[src/rtl/xps2_kbd_ctrl.sv]
// PS/2 keyboard receiver: deframes 11-bit frames, merges E0/F0 prefixes into
// one event, queues events in a FIFO read through a small register map.
module xps2_kbd_ctrl #(
  parameter int DATA_W  = 32,
  parameter int FIFO_AW = 3,
  parameter int TIMEOUT = 250000
) (
  input  logic              clk,
  input  logic              rst,
  input  logic              ps2_clk,
  input  logic              ps2_data,
  input  logic              sel,
  input  logic              we,
  input  logic [1:0]        addr,
  input  logic [DATA_W-1:0] data_in,
  output logic [DATA_W-1:0] data_out,
  output logic              irq
);

  localparam int DEPTH = 1 << FIFO_AW;
  localparam int CNT_W = FIFO_AW + 1;
  localparam int TO_W  = $clog2(TIMEOUT + 1);

  typedef enum logic [1:0] {S_IDLE, S_DATA, S_PARITY, S_STOP} state_t;

  function automatic logic f_odd_ok(input logic [7:0] b, input logic p);
    return ^{b, p};
  endfunction

  state_t             r_state;
  state_t             w_state_nx;
  logic               r_clk_s1, r_clk_s2, r_clk_s3;
  logic               r_dat_s1, r_dat_s2;
  logic [2:0]         r_bitcnt;
  logic [TO_W-1:0]    r_tocnt;
  logic [7:0]         r_shift;
  logic               r_par;
  logic               r_vld_p0;
  logic [7:0]         r_byte_p0;
  logic               r_ext_pend, r_brk_pend;
  logic               r_enable, r_par_chk;
  logic               r_ovf, r_ferr, r_perr;
  logic [9:0]         r_mem [DEPTH];
  logic [FIFO_AW-1:0] r_wptr, r_rptr;
  logic [CNT_W-1:0]   r_count;
  logic               r_irq;

  logic w_fall, w_timeout, w_accept, w_ferr_set, w_perr_set;
  logic w_push, w_full, w_do_push, w_wr_en, w_pop, w_ovf_set;
  logic w_wr_ctrl, w_flush, w_clr;
  logic [DATA_W-1:0] w_status;
  logic w_unused_bits;

  assign w_fall    = r_clk_s3 & ~r_clk_s2;
  assign w_timeout = (r_state != S_IDLE) && !w_fall && (r_tocnt == TO_W'(TIMEOUT - 1));

  // Input synchronisers; the third clock stage gives the edge detector its history
  always_ff @(posedge clk) begin
    if (!rst) begin
      r_clk_s1 <= 1'b1;
      r_clk_s2 <= 1'b1;
      r_clk_s3 <= 1'b1;
      r_dat_s1 <= 1'b1;
      r_dat_s2 <= 1'b1;
    end else begin
      r_clk_s1 <= ps2_clk;
      r_clk_s2 <= r_clk_s1;
      r_clk_s3 <= r_clk_s2;
      r_dat_s1 <= ps2_data;
      r_dat_s2 <= r_dat_s1;
    end
  end

  always_ff @(posedge clk) begin
    if (!rst) r_state <= S_IDLE;
    else      r_state <= w_state_nx;
  end

  always_comb begin
    w_state_nx = r_state;
    w_accept   = 1'b0;
    w_ferr_set = 1'b0;
    w_perr_set = 1'b0;
    if (!r_enable) begin
      w_state_nx = S_IDLE;
    end else if (w_timeout) begin
      w_state_nx = S_IDLE;
      w_ferr_set = 1'b1;
    end else if (w_fall) begin
      case (r_state)
        S_IDLE:   if (!r_dat_s2) w_state_nx = S_DATA;
        S_DATA:   if (r_bitcnt == 3'd7) w_state_nx = S_PARITY;
        S_PARITY: w_state_nx = S_STOP;
        S_STOP: begin
          w_state_nx = S_IDLE;
          if (!r_dat_s2)                                w_ferr_set = 1'b1;
          else if (r_par_chk && !f_odd_ok(r_shift, r_par)) w_perr_set = 1'b1;
          else                                          w_accept   = 1'b1;
        end
        default:  w_state_nx = S_IDLE;
      endcase
    end
  end

  always_ff @(posedge clk) begin
    if (!rst) begin
      r_bitcnt <= '0;
      r_tocnt  <= '0;
      r_vld_p0 <= 1'b0;
    end else begin
      r_vld_p0 <= w_accept;
      if (r_state == S_IDLE || w_fall) r_tocnt <= '0;
      else                             r_tocnt <= r_tocnt + TO_W'(1);
      if (r_state != S_DATA) r_bitcnt <= '0;
      else if (w_fall)       r_bitcnt <= r_bitcnt + 3'd1;
    end
  end

  // Stage p0: accepted byte, decoded against the prefix flags next cycle
  always_ff @(posedge clk) begin
    if (w_fall && r_state == S_DATA)   r_shift <= {r_dat_s2, r_shift[7:1]};
    if (w_fall && r_state == S_PARITY) r_par   <= r_dat_s2;
    if (w_accept)                      r_byte_p0 <= r_shift;
  end

  assign w_wr_ctrl = sel && we && (addr == 2'd2);
  assign w_flush   = w_wr_ctrl && data_in[4];
  assign w_clr     = w_wr_ctrl && data_in[5];
  assign w_push    = r_vld_p0 && (r_byte_p0 != 8'hE0) && (r_byte_p0 != 8'hF0);
  assign w_full    = (r_count == CNT_W'(DEPTH));
  assign w_do_push = w_push && !w_full;
  assign w_ovf_set = w_push && w_full;
  assign w_wr_en   = w_do_push && !w_flush;
  assign w_pop     = sel && !we && (addr == 2'd0) && (r_count != '0);

  always_ff @(posedge clk) begin
    if (!rst) begin
      r_ext_pend <= 1'b0;
      r_brk_pend <= 1'b0;
    end else if (w_flush) begin
      r_ext_pend <= 1'b0;
      r_brk_pend <= 1'b0;
    end else if (r_vld_p0) begin
      if (r_byte_p0 == 8'hE0) r_ext_pend <= 1'b1;
      else if (r_byte_p0 == 8'hF0) r_brk_pend <= 1'b1;
      else begin
        r_ext_pend <= 1'b0;
        r_brk_pend <= 1'b0;
      end
    end
  end

  // A new error in the same cycle as clr_err leaves the flag set
  always_ff @(posedge clk) begin
    if (!rst) begin
      r_enable  <= 1'b1;
      r_par_chk <= 1'b0;
      r_ovf     <= 1'b0;
      r_ferr    <= 1'b0;
      r_perr    <= 1'b0;
    end else begin
      if (w_wr_ctrl) begin
        r_enable  <= data_in[0];
        r_par_chk <= data_in[1];
      end
      r_ovf  <= (r_ovf  & ~w_clr) | w_ovf_set;
      r_ferr <= (r_ferr & ~w_clr) | w_ferr_set;
      r_perr <= (r_perr & ~w_clr) | w_perr_set;
    end
  end

  always_ff @(posedge clk) begin
    if (w_wr_en) r_mem[r_wptr] <= {r_ext_pend, r_brk_pend, r_byte_p0};
  end

  always_ff @(posedge clk) begin
    if (!rst) begin
      r_wptr  <= '0;
      r_rptr  <= '0;
      r_count <= '0;
      r_irq   <= 1'b0;
    end else begin
      r_irq <= (r_count != '0);
      if (w_flush) begin
        r_wptr  <= '0;
        r_rptr  <= '0;
        r_count <= '0;
      end else begin
        if (w_do_push) r_wptr <= r_wptr + FIFO_AW'(1);
        if (w_pop)     r_rptr <= r_rptr + FIFO_AW'(1);
        r_count <= r_count + CNT_W'(w_do_push) - CNT_W'(w_pop);
      end
    end
  end

  always_comb begin
    w_status             = '0;
    w_status[FIFO_AW:0]  = r_count;
    w_status[8]          = r_ovf;
    w_status[9]          = r_ferr;
    w_status[10]         = r_perr;
    w_status[11]         = r_enable;
    w_status[12]         = r_par_chk;
  end

  always_comb begin
    data_out = '0;
    if (sel && !we) begin
      case (addr)
        2'd0:    if (r_count != '0) data_out[10:0] = {1'b1, r_mem[r_rptr]};
        2'd1:    data_out = w_status;
        default: data_out = '0;
      endcase
    end
  end

  assign irq           = r_irq;
  assign w_unused_bits = ^{data_in[DATA_W-1:6], data_in[3:2]};

endmodule

[config.mk]
export PLATFORM = sky130hd
export DESIGN_NAME = xps2_kbd_ctrl
export DESIGN_NICKNAME = d
export VERILOG_FILES = /design/src/rtl/xps2_kbd_ctrl.sv
export SDC_FILE = /design/constraint.sdc
export NUM_CORES = 1
export LEC_CHECK = 0
export BUFFER_PORTS_ARGS = -buffer_cell sky130_fd_sc_hd__buf_2
export CAP_MARGIN = 20
export CORE_MARGIN = 1.5
export CORE_UTILIZATION = 50
export CTS_CLUSTER_DIAMETER = 150
export DETAILED_ROUTE_END_ITERATION = 8
export HOLD_SLACK_MARGIN = 0.05
export PLACE_DENSITY = 0.84
export SLEW_MARGIN = 30
export SYNTH_ARGS = -nofsm -noshare
export SYNTH_HDL_FRONTEND = slang
export SYNTH_SLANG_ARGS = --single-unit
[constraint.sdc]
create_clock -name clk -period 2.4 [get_ports clk]
set_input_delay 0.48 -clock clk [delete_from_list [all_inputs] [get_ports clk]]
set_output_delay 0.48 -clock clk [all_outputs]
set_load 0.02 [all_outputs]
# Word-level counts from Yosys, hierarchy flattened
# Memories as Yosys holds them, arrays and structs flattened. A register that Yosys moved wholly into a read port is not among the register bits.
# Cells that the tools add are included.
dict set report totals {
  register_bits 64
  ramBits 80
  input_bits 40
  output_inout_bits 33
  wordCells 124
  n_memories 1
}
# memory words width read_ports rd_ports_with_merged_regs write_ports line
set mem_list {}
lappend mem_list {r_mem 8 10 1 1 1 43} ;# logic [9:0] r_mem [DEPTH];
dict set report classes {
  add_sub_neg 6
  n_eq_ne 16
  muxes 31
  n_bitwise 12
  reduce_logical 35
}
# op n
set ops {}
lappend ops {{$mux 1} 22}
lappend ops {{$pmux 11 s2} 1}
lappend ops {{$add 18x1->18 const B} 1}
lappend ops {{$eq 18x18->1 const B} 1}
lappend ops {{$logic_and 1x1->1} 17}
lappend ops {{$eq 8x8->1 const B} 2}
lappend ops {{$ne 8x8->1 const B} 2}
lappend ops {{$mux 13} 1}
lappend ops {{$mux 11} 1}
lappend ops {{$add 3x1->3 const B} 3}
lappend ops {{$reduce_xor 9->1} 1}
lappend ops {{$pmux 2 s4} 1}
lappend ops {{$eq 2x2->1 const B} 3}
lappend ops {{$mux 2} 3}
lappend ops {{$mux 3} 2}
lappend ops {{$ne 2x2->1 const B} 3}
lappend ops {{$reduce_or 2->1} 3}
lappend ops {{$logic_not 1->1} 5}
lappend ops {{$not 1->1} 5}
lappend ops {{$add 4x1->4} 1}
lappend ops {{$and 1x1->1} 4}
lappend ops {{$eq 2x1->1 const B} 2}
lappend ops {{$eq 4x4->1 const B} 1}
lappend ops {{$logic_not 2->1} 2}
lappend ops {{10 further kinds} 13}

# Logic depth before layout (Yosys ltp)
# Gate-level depths: netlist of the first run.
dict set report logic_depth {
  ltp_word 10
  mapped_depth 12
  ltp_nobuf 12
}

# Worst setup path after synthesis of the first run
# Ideal clock, no wire load.
dict set report synth_path {
  path_kind {in2reg}
  start {in we}
  end {mem r_mem[4][0] (enable)}
  setup_time_ns 0.390
  arrival_time_ns 2.156
  required_ns 2.010
  slack_ns -0.146
  cell_stages 5
  n_path_buf 1
  cell_sequence {and4b_1 -> clkbuf_1 -> nand2_1 -> or3b_2 -> nor3_1}
}
dict set report synth_between {
  elab_chain_cells 7
}
# item line
set synth_lines {}
lappend synth_lines {{start: declaration} 13} ;# input logic we,
lappend synth_lines {{$logic_and 1x1->1 (2 in a row)} 126} ;# assign w_wr_ctrl = sel && we && (addr == 2'd2);
lappend synth_lines {{$logic_and 1x1->1} 127} ;# assign w_flush = w_wr_ctrl && data_in[4];
lappend synth_lines {{$logic_not 1->1} 133} ;# assign w_wr_en = w_do_push && !w_flush;
lappend synth_lines {{$logic_and 1x1->1} 133}
lappend synth_lines {{$mux 1} 173} ;# if (w_wr_en) r_mem[r_wptr] <= {r_ext_pend, r_brk_pend, r_byte_p0};
lappend synth_lines {{$mux 1 (not written as such)} 173}
lappend synth_lines {{end: declaration} 43}
# Every way passes these cells.

==> summary.txt, run 1 <==
Outcome
  • Outcome: finished with violations
  • Failing checks: setup timing

Yosys
  • Post-Syn Area: around 0.0062 sq mm
  • Synth cell count leaders: 97 x edfxtp_1, 51 x nor2_1, 50 x dfxtp_1
  • Synth Area in Adders: 0.03376
  • Syn avg cell area: around 14 sq um
  • Post-synth EDFFs: a little under 100
  • Yosys warns: 0
  • Cell variety after synth: between 50 and 60
  • Synth Area in Simple Gates: 0.1135
  • Largest family of logic cells by synthesized area: simple AND/OR/NAND/NOR gates
  • Post-synthesis xor/xnor area fraction: 0.03600
  • Post-synth top area share: 0.4735
  • Number of synthesized register bits: between 100 and 150
  • Async set-reset flop share out of synthesis: 0
  • Synth area leader: edfxtp_1
  • Synth Instances: between 400 and 500
  • Top cells by area, synth: edfxtp_1 47%, dfxtp_1 16%, mux4_2 7.3%
  • Register area share after synthesis: 0.6362
  • Most numerous cell in the Yosys netlist: edfxtp_1
  • Primary FF master, synth: edfxtp_1
  • Mux cell area share after synthesis: 0.09925
  • Compound-Gate Fraction of Synth Area: 0.03681

Min path
  • Hold path startpoint: ps2_data
  • Hold Crit Class: input pin to flip-flop
  • Hold EP: r_dat_s1$_SDFF_PN1_
  • Hold depth: 2

Floorplanning
  • Site Rows: 40
  • Die height: 113.9 microns
  • Die Area: between 0.01 and 0.015 sq mm
  • Starting Density: 0.5122
  • Die X-Extent: ~110 microns
  • IO Pins: 73
  • Core ar.: around 0.012 sq mm

Power and ir drop
  • Comb pwr share: 0.051
  • Maximum VDD drop: 508.7 uV
  • Power per cell area: just under 800 mW/mm^2
  • Share of power burned in registers: 0.465
  • P_int: roughly 4.6 mW
  • Static Leak: 2.698 nW
  • Switch share: 0.2058
  • Switching power: 1.198 mW
  • Clock power frac: 0.484

Clocking
  • CTS Hold Bufs: 0
  • # H-tree levels: 4
  • CTS Buffer Depth: 2
  • Root Buffer: clkbuf_16
  • Number of CTS-inserted buffers: 17
  • Worst-path clk slew: ~0.060 ns
  • Clk Latency, worst-skew pair: around 0.42 ns
  • TritonCTS clock tree: done
  • TritonCTS Sinks: about 150

Worst setup path
  • R2R Path Start: r_count[2]$_SDFF_PP0_
  • Crit-path leading delay family: multiplexers
  • Slowest stage delay, CP: around 0.57 ns
  • Startpoint Class: flip-flop
  • CP cell instances: mux4_2, mux2i_4, o2bb2a_4, nor2_4, buf_6
  • CP Max Fanout: 7
  • Critical R2R Capture: r_mem[5][6]$_DFFE_PP_
  • CP max stage cell: mux4_2
  • Crit Path Category: flip-flop to output port
  • Worst EP arrival: between 1.5 and 2 ns
  • R2R Setup Slk: 0.09 ns
  • Required time of the critical path: roughly 1.9 ns
  • WP buf/inv: 1
  • Worst R2R Path Depth: 8
  • Crit end category: output port

STA
  • Final hold slack: around 0.24 ns
  • Setup violators final: 7
  • Min setup slack post-route: -0.06988 ns
  • Max Clock Skew: between 0.007 and 0.008 ns
  • Fmax achieved: about 0.40 GHz
  • Max-slew headroom: 0.5092
  • Hold Vio Cnt, Final: 0
  • RSZ-0062 raised after global routing: true
  • Post-route setup TNS: -0.2303 ns
  • Fin crit period: around 2.5 ns
  • Period utilization: 1.029
  • Pins Over Slew Limit: 0
  • Slew @ Worst Pin: approximately 0.74 ns

Finish
  • Final #Nets: 560
  • Proportion of layout cells with a drive suffix above 1: 0.2901
  • Storage cell area: approximately 0.004 sq mm
  • Post-layout util: 0.6195
  • Antenna fix cells: 0
  • Fillers: between 800 and 900
  • Multi-input gate area: around 0.0022 sq mm
  • Fin cells: ~660
  • Post-route cell area: 0.007441 sq mm
  • Layout area overhead: 20.95%

Job
  • Max Cap Viol: 0

Route
  • Drt total wl: 12530 microns
  • Initial DRC Count: 285
  • Drt wl/cell: 18.86 microns
  • Via count: about 3600
  • Residual DRC: 0
  • DRT Pass-1 Iters: 6
  • Detail Route Antenna Nets: 0
  • Vias per inst: around 5.5

Global routing
  • Total track usage: 0.2107
  • Vias in the first global route: approximately 3800
  • Largest net degree at the start of global routing: 18
  • Initial antenna violation count: 0
  • First-pass GRT wire length: around 20000 microns
  • Total gr overflow: 0

Placement
  • Placer Congestion: approximately 0.75
  • Placed cell area: 0.006555 sq mm
  • Number of port buffers: 25
  • Dpl hpwl: roughly 8000 microns
  • Placed instance count: 625
-- state kept, by name, indices dropped and copies added, names as in the netlist, 2 cells and up, named ones only --
register   flops
r_count        4
r_shift        8
r_byte_p0      8
r_wptr         3
r_tocnt       18
r_rptr         3
r_state        2
r_mem         80
r_bitcnt       3
-- stage by stage --
| stage | total power, mW | setup slack (ns) |
|---|---|---|
| final | 5.820 | -0.06988 |
| after global routing | 5.984 | -0.1280 |
| after CTS | 5.846 | -0.06281 |
| after detailed placement | 2.959 | -0.05395 |
| after global placement | 2.950 | -0.01393 |
| after floorplan | 2.917 | 0.05673 |
-- timing repair --
item | in CTS | in global routing
pin swaps | 1 | 2
buffers inserted | 4 | 3
resized for setup | 49 | 9
setup endpoints to repair | 23 | 12
endpoints found under the hold margin | 0 | 0
-- final cells by class --
type	count	area share
flip-flops and latches	147	0.5277
clock inverters	12	0.02371
repair buffers	61	0.06053
well taps	147	0.02472
clock buffers	20	0.06138
multi-input cells	260	0.2928
inverters	17	0.009248
-- worst max-delay path by stage --
| stage | startpoint | end | cells past startpoint |
|---|---|---|---|
| 2_1_floorplan | r_count[2]$_SDFF_PP0_ | r_count[2]$_SDFF_PP0_ | 12 |
| 3_3_place_gp | r_count[2]$_SDFF_PP0_ | r_mem[1][5]$_DFFE_PP_ | 6 |
| 3_5_place_dp | r_count[2]$_SDFF_PP0_ | r_mem[2][6]$_DFFE_PP_ | 6 |
| 4_1_cts | flip-flop | data_out[8] | 6 |
| 5_1_grt | flip-flop | data_out[8] | 6 |
| 6_report | flip-flop | data_out[2] | 5 |
-- power by group through the flow --
stage                     clock [mW]  sequential [mW]  combinational [mW]
after global placement             0             2.75               0.199
after detailed placement           0             2.75               0.207
after global routing            2.96             2.71               0.319
after CTS                       2.85             2.70               0.291
after floorplan                    0             2.75               0.167
final                           2.82             2.70               0.296
-- cell families (layout without fill, tap and decap cells) --
kind of cell,after synthesis,after routing
DFF,147,147
AOI/OAI and AO/OA,33,33
muxes,36,36
buffers and inverters,50,110
adders and majority gates,16,16
other,1,19
xor gates and xnor gates,22,22
and+or+nand+nor,134,134
-- worst register-to-register path, delay by kind of cell, from the launching register on --
family / cells / cell delay, ns
fa+ha+maj: 1 / 0.18
compound gates: 1 / 0.10
flops: 1 / 0.37
simple gates: 3 / 0.94
buf+inv: 3 / 0.44
-- layout by cell type (no fill, tap or decap), types with 3 or more instances in the layout --
cell type   n
mux2i_1    12
dfxtp_1    46
nor2_2      7
mux2i_2     3
edfxtp_1   97
bufinv_16   4
inv_1      15
o2bb2a_4    4
nor2b_1     3
and2_1      3
buf_4      35
inv_6       3
or3_1       3
clkbuf_16  17
nand2b_1   10
mux4_2     20
or4_1       3
xnor2_1     7
o21ai_0     5
dfxtp_4     3
buf_6       6
xor2_1     13
a21oi_1    10
buf_2      18
ha_1       13
nand4_1     4
and3_1      7
nand3_1    10
o31ai_1     3
nand2_1    18
conb_1     19
nor2_1     43
-- layer usage --
metal  GRT usage  wire [microns]
met5           0               0
met4     0.06750             168
met3     0.06589             691
met2      0.3711            6759
met1      0.2463            4907
No activity file was read; power rests on OpenSTA's default activity.
==> run 2, diff against run 1 <==
- CTS_BUF_LIST: not set -> sky130_fd_sc_hd__clkbuf_2 sky130_fd_sc_hd__clkbuf_4 sky130_fd_sc_hd__clkbuf_8
==> summary.txt, run 2 (synthesized netlist as in run 1, its figures left out) <==
Outcome
  • Outcome: finished with violations
  • Failing checks: setup timing

Global routing
  • First-pass GRT wire length: between 15000 and 20000 microns
  • Vias in the first global route: around 3700
  • Total gr overflow: 0
  • Total track usage: 0.1950
  • Largest net degree at the start of global routing: 18
  • Initial antenna violation count: 0

Route
  • Residual DRC: 0
  • Routed length on met2: 6355 microns
  • Detail Route Antenna Nets: 0
  • Via count: around 3600
  • Drt total wl: around 12000 microns
  • Vias per inst: around 5.4
  • Routed metal-1 wire length: 4798 microns
  • Met3 wire len: about 640 microns
  • Drt wl/cell: 17.78 microns
  • DRT Pass-1 Iters: 4
  • Highest routed layer: met4
  • Initial DRC Count: between 200 and 300

Floorplanning
  • Die Area: 0.01298 sq mm
  • Starting Density: 0.5122
  • Site Rows: 40
  • Core ar.: between 0.01 and 0.015 sq mm
  • Die X-Extent: roughly 110 microns
  • IO Pins: between 70 and 80
  • Die height: between 100 and 150 microns

Placement
  • Number of port buffers: 25
  • Placed cell area: between 0.006 and 0.007 sq mm
  • Post-place setup slack: -0.05395 ns
  • Dpl hpwl: 8080 microns
  • Placer Congestion: approximately 0.75

Worst setup path
  • Required time of the critical path: about 1.9 ns
  • CP cell instances: inv_2, ha_4, or3b_4, buf_6, nand2_8, a211o_1, a21oi_2, buf_6
  • Startpoint Class: flip-flop
  • Worst EP arrival: between 2 and 2.5 ns
  • CP Max Fanout: 7
  • WP buf/inv: 3
  • Crit-path leading delay family: compound AO/OA/AOI/OAI gates
  • Crit end category: output port
  • Crit Path Category: flip-flop to output port
  • CP max stage cell: dfxtp_2
  • Stages on worst setup path: 8
  • Crit path top cell by count: buf_6
  • Worst R2R Path Depth: 11
  • Slowest stage delay, CP: around 0.35 ns

Clocking
  • CTS Buffer Depth: 2
  • TritonCTS Sinks: 147
  • # H-tree levels: 4
  • Clk Latency, worst-skew pair: around 0.46 ns
  • Root Buffer: clkbuf_8
  • Worst-path clk slew: 0.08 ns
  • CTS Hold Bufs: 0
  • Number of CTS-inserted buffers: 17
  • TritonCTS clock tree: done

Finish
  • Most common cell after layout, fill and taps aside: edfxtp_1
  • Proportion of layout cells with a drive suffix above 1: 0.3106
  • Highest-count cells in the layout ignoring fill and taps: 97 x edfxtp_1, 46 x dfxtp_1, 42 x nor2_1, 42 x buf_4, 20 x mux4_2
  • Antenna fix cells: 0
  • Post-layout util: 0.6127
  • Largest register FFs: 80
  • Post-route cell area: 0.007360 sq mm
  • Largest regs: r_mem x80, r_tocnt x18
  • Final #Nets: roughly 570
  • Layout area overhead: 19.63%
  • Biggest register: r_mem

Min path
  • Hold depth: 2
  • Hold Crit Class: input pin to flip-flop

Power and ir drop
  • Clock power frac: 0.413
  • Switching power: between 1 and 1.5 mW
  • Comb pwr share: 0.065
  • Maximum VDD drop: roughly 440 uV
  • Static Leak: ~2.7 nW
  • Share of power burned in registers: 0.522
  • Power per cell area: 701.8 mW/mm^2
  • Switch share: 0.2146
  • P_int: slightly above 4 mW

Job
  • Max Cap Viol: 0

STA
  • Max-slew headroom: 0.5135
  • Slew @ Worst Pin: around 0.73 ns
  • RSZ-0062 raised after global routing: true
  • Pins Over Slew Limit: 0
  • Fmax achieved: roughly 0.4 GHz
  • Max Clock Skew: approximately 0.017 ns
  • Hold Vio Cnt, Final: 0
  • Period utilization: 1.048
  • Min setup slack post-route: -0.1162 ns
  • Setup violators final: 14
  • Fin crit period: approximately 2.5 ns
-- run 2: power groups by stage --
stage	Sequential [mW]	Combinational [mW]	Clock (mW)
3_5_place_dp	2.75	0.207	0
6_report	2.70	0.337	2.13
5_1_grt	2.70	0.362	2.27
3_3_place_gp	2.75	0.199	0
2_1_floorplan	2.75	0.167	0
4_1_cts	2.70	0.272	2.16
-- run 2: area by class of cell --
type / instances / area (sq um)
clock inverters: 12 / 176.4
repair buffers: 72 / 554.3
fillers: 892 / 4652
well taps: 147 / 183.9
inverters: 17 / 63.81
multi-input cells: 260 / 2186
clock buffers: 20 / 269.0
flip-flops and latches: 147 / 3926
-- run 2: stage by stage --
step | hold slack, ns | total power [mW] | setup TNS [ns] | instances
2_1_floorplan | 0.3863 | 2.917 | 0 | 457
3_3_place_gp | 0.3918 | 2.950 | -0.1355 | 625
3_5_place_dp | 0.3988 | 2.959 | -0.5448 | 625
4_1_cts | 0.1907 | 5.128 | -0.2991 | 662
5_1_grt | 0.1917 | 5.326 | -2.410 | 675
6_report | 0.2096 | 5.165 | -0.7843 | 675
-- run 2: what timing repair did --
item | CTS | global route
endpoints found under the setup margin | 22 | 13
endpoints found under the hold margin | 0 | 0
pin swaps | 1 | 6
buffers inserted | 5 | 13
gates resized for setup | 44 | 20
-- run 2: final timing paths --
check / start / to / slack [ns]
setup reg to reg: r_count[2]$_SDFF_PP0_ / r_count[1]$_SDFF_PP0_ / -0.01
hold reg to reg: r_dat_s1$_SDFF_PN1_ / r_dat_s2$_SDFF_PN1_ / 0.42
setup / recovery: r_count[2]$_SDFF_PP0_ / data_out[8] / -0.12
hold / removal: ps2_data / r_dat_s1$_SDFF_PN1_ / 0.21
-- run 2: layer usage --
layer  GRT usage  vias up
met5           0        -
met1      0.2341     1781
met2      0.3382       93
met4     0.06750        0
li1            -     1728
met3     0.05579       19
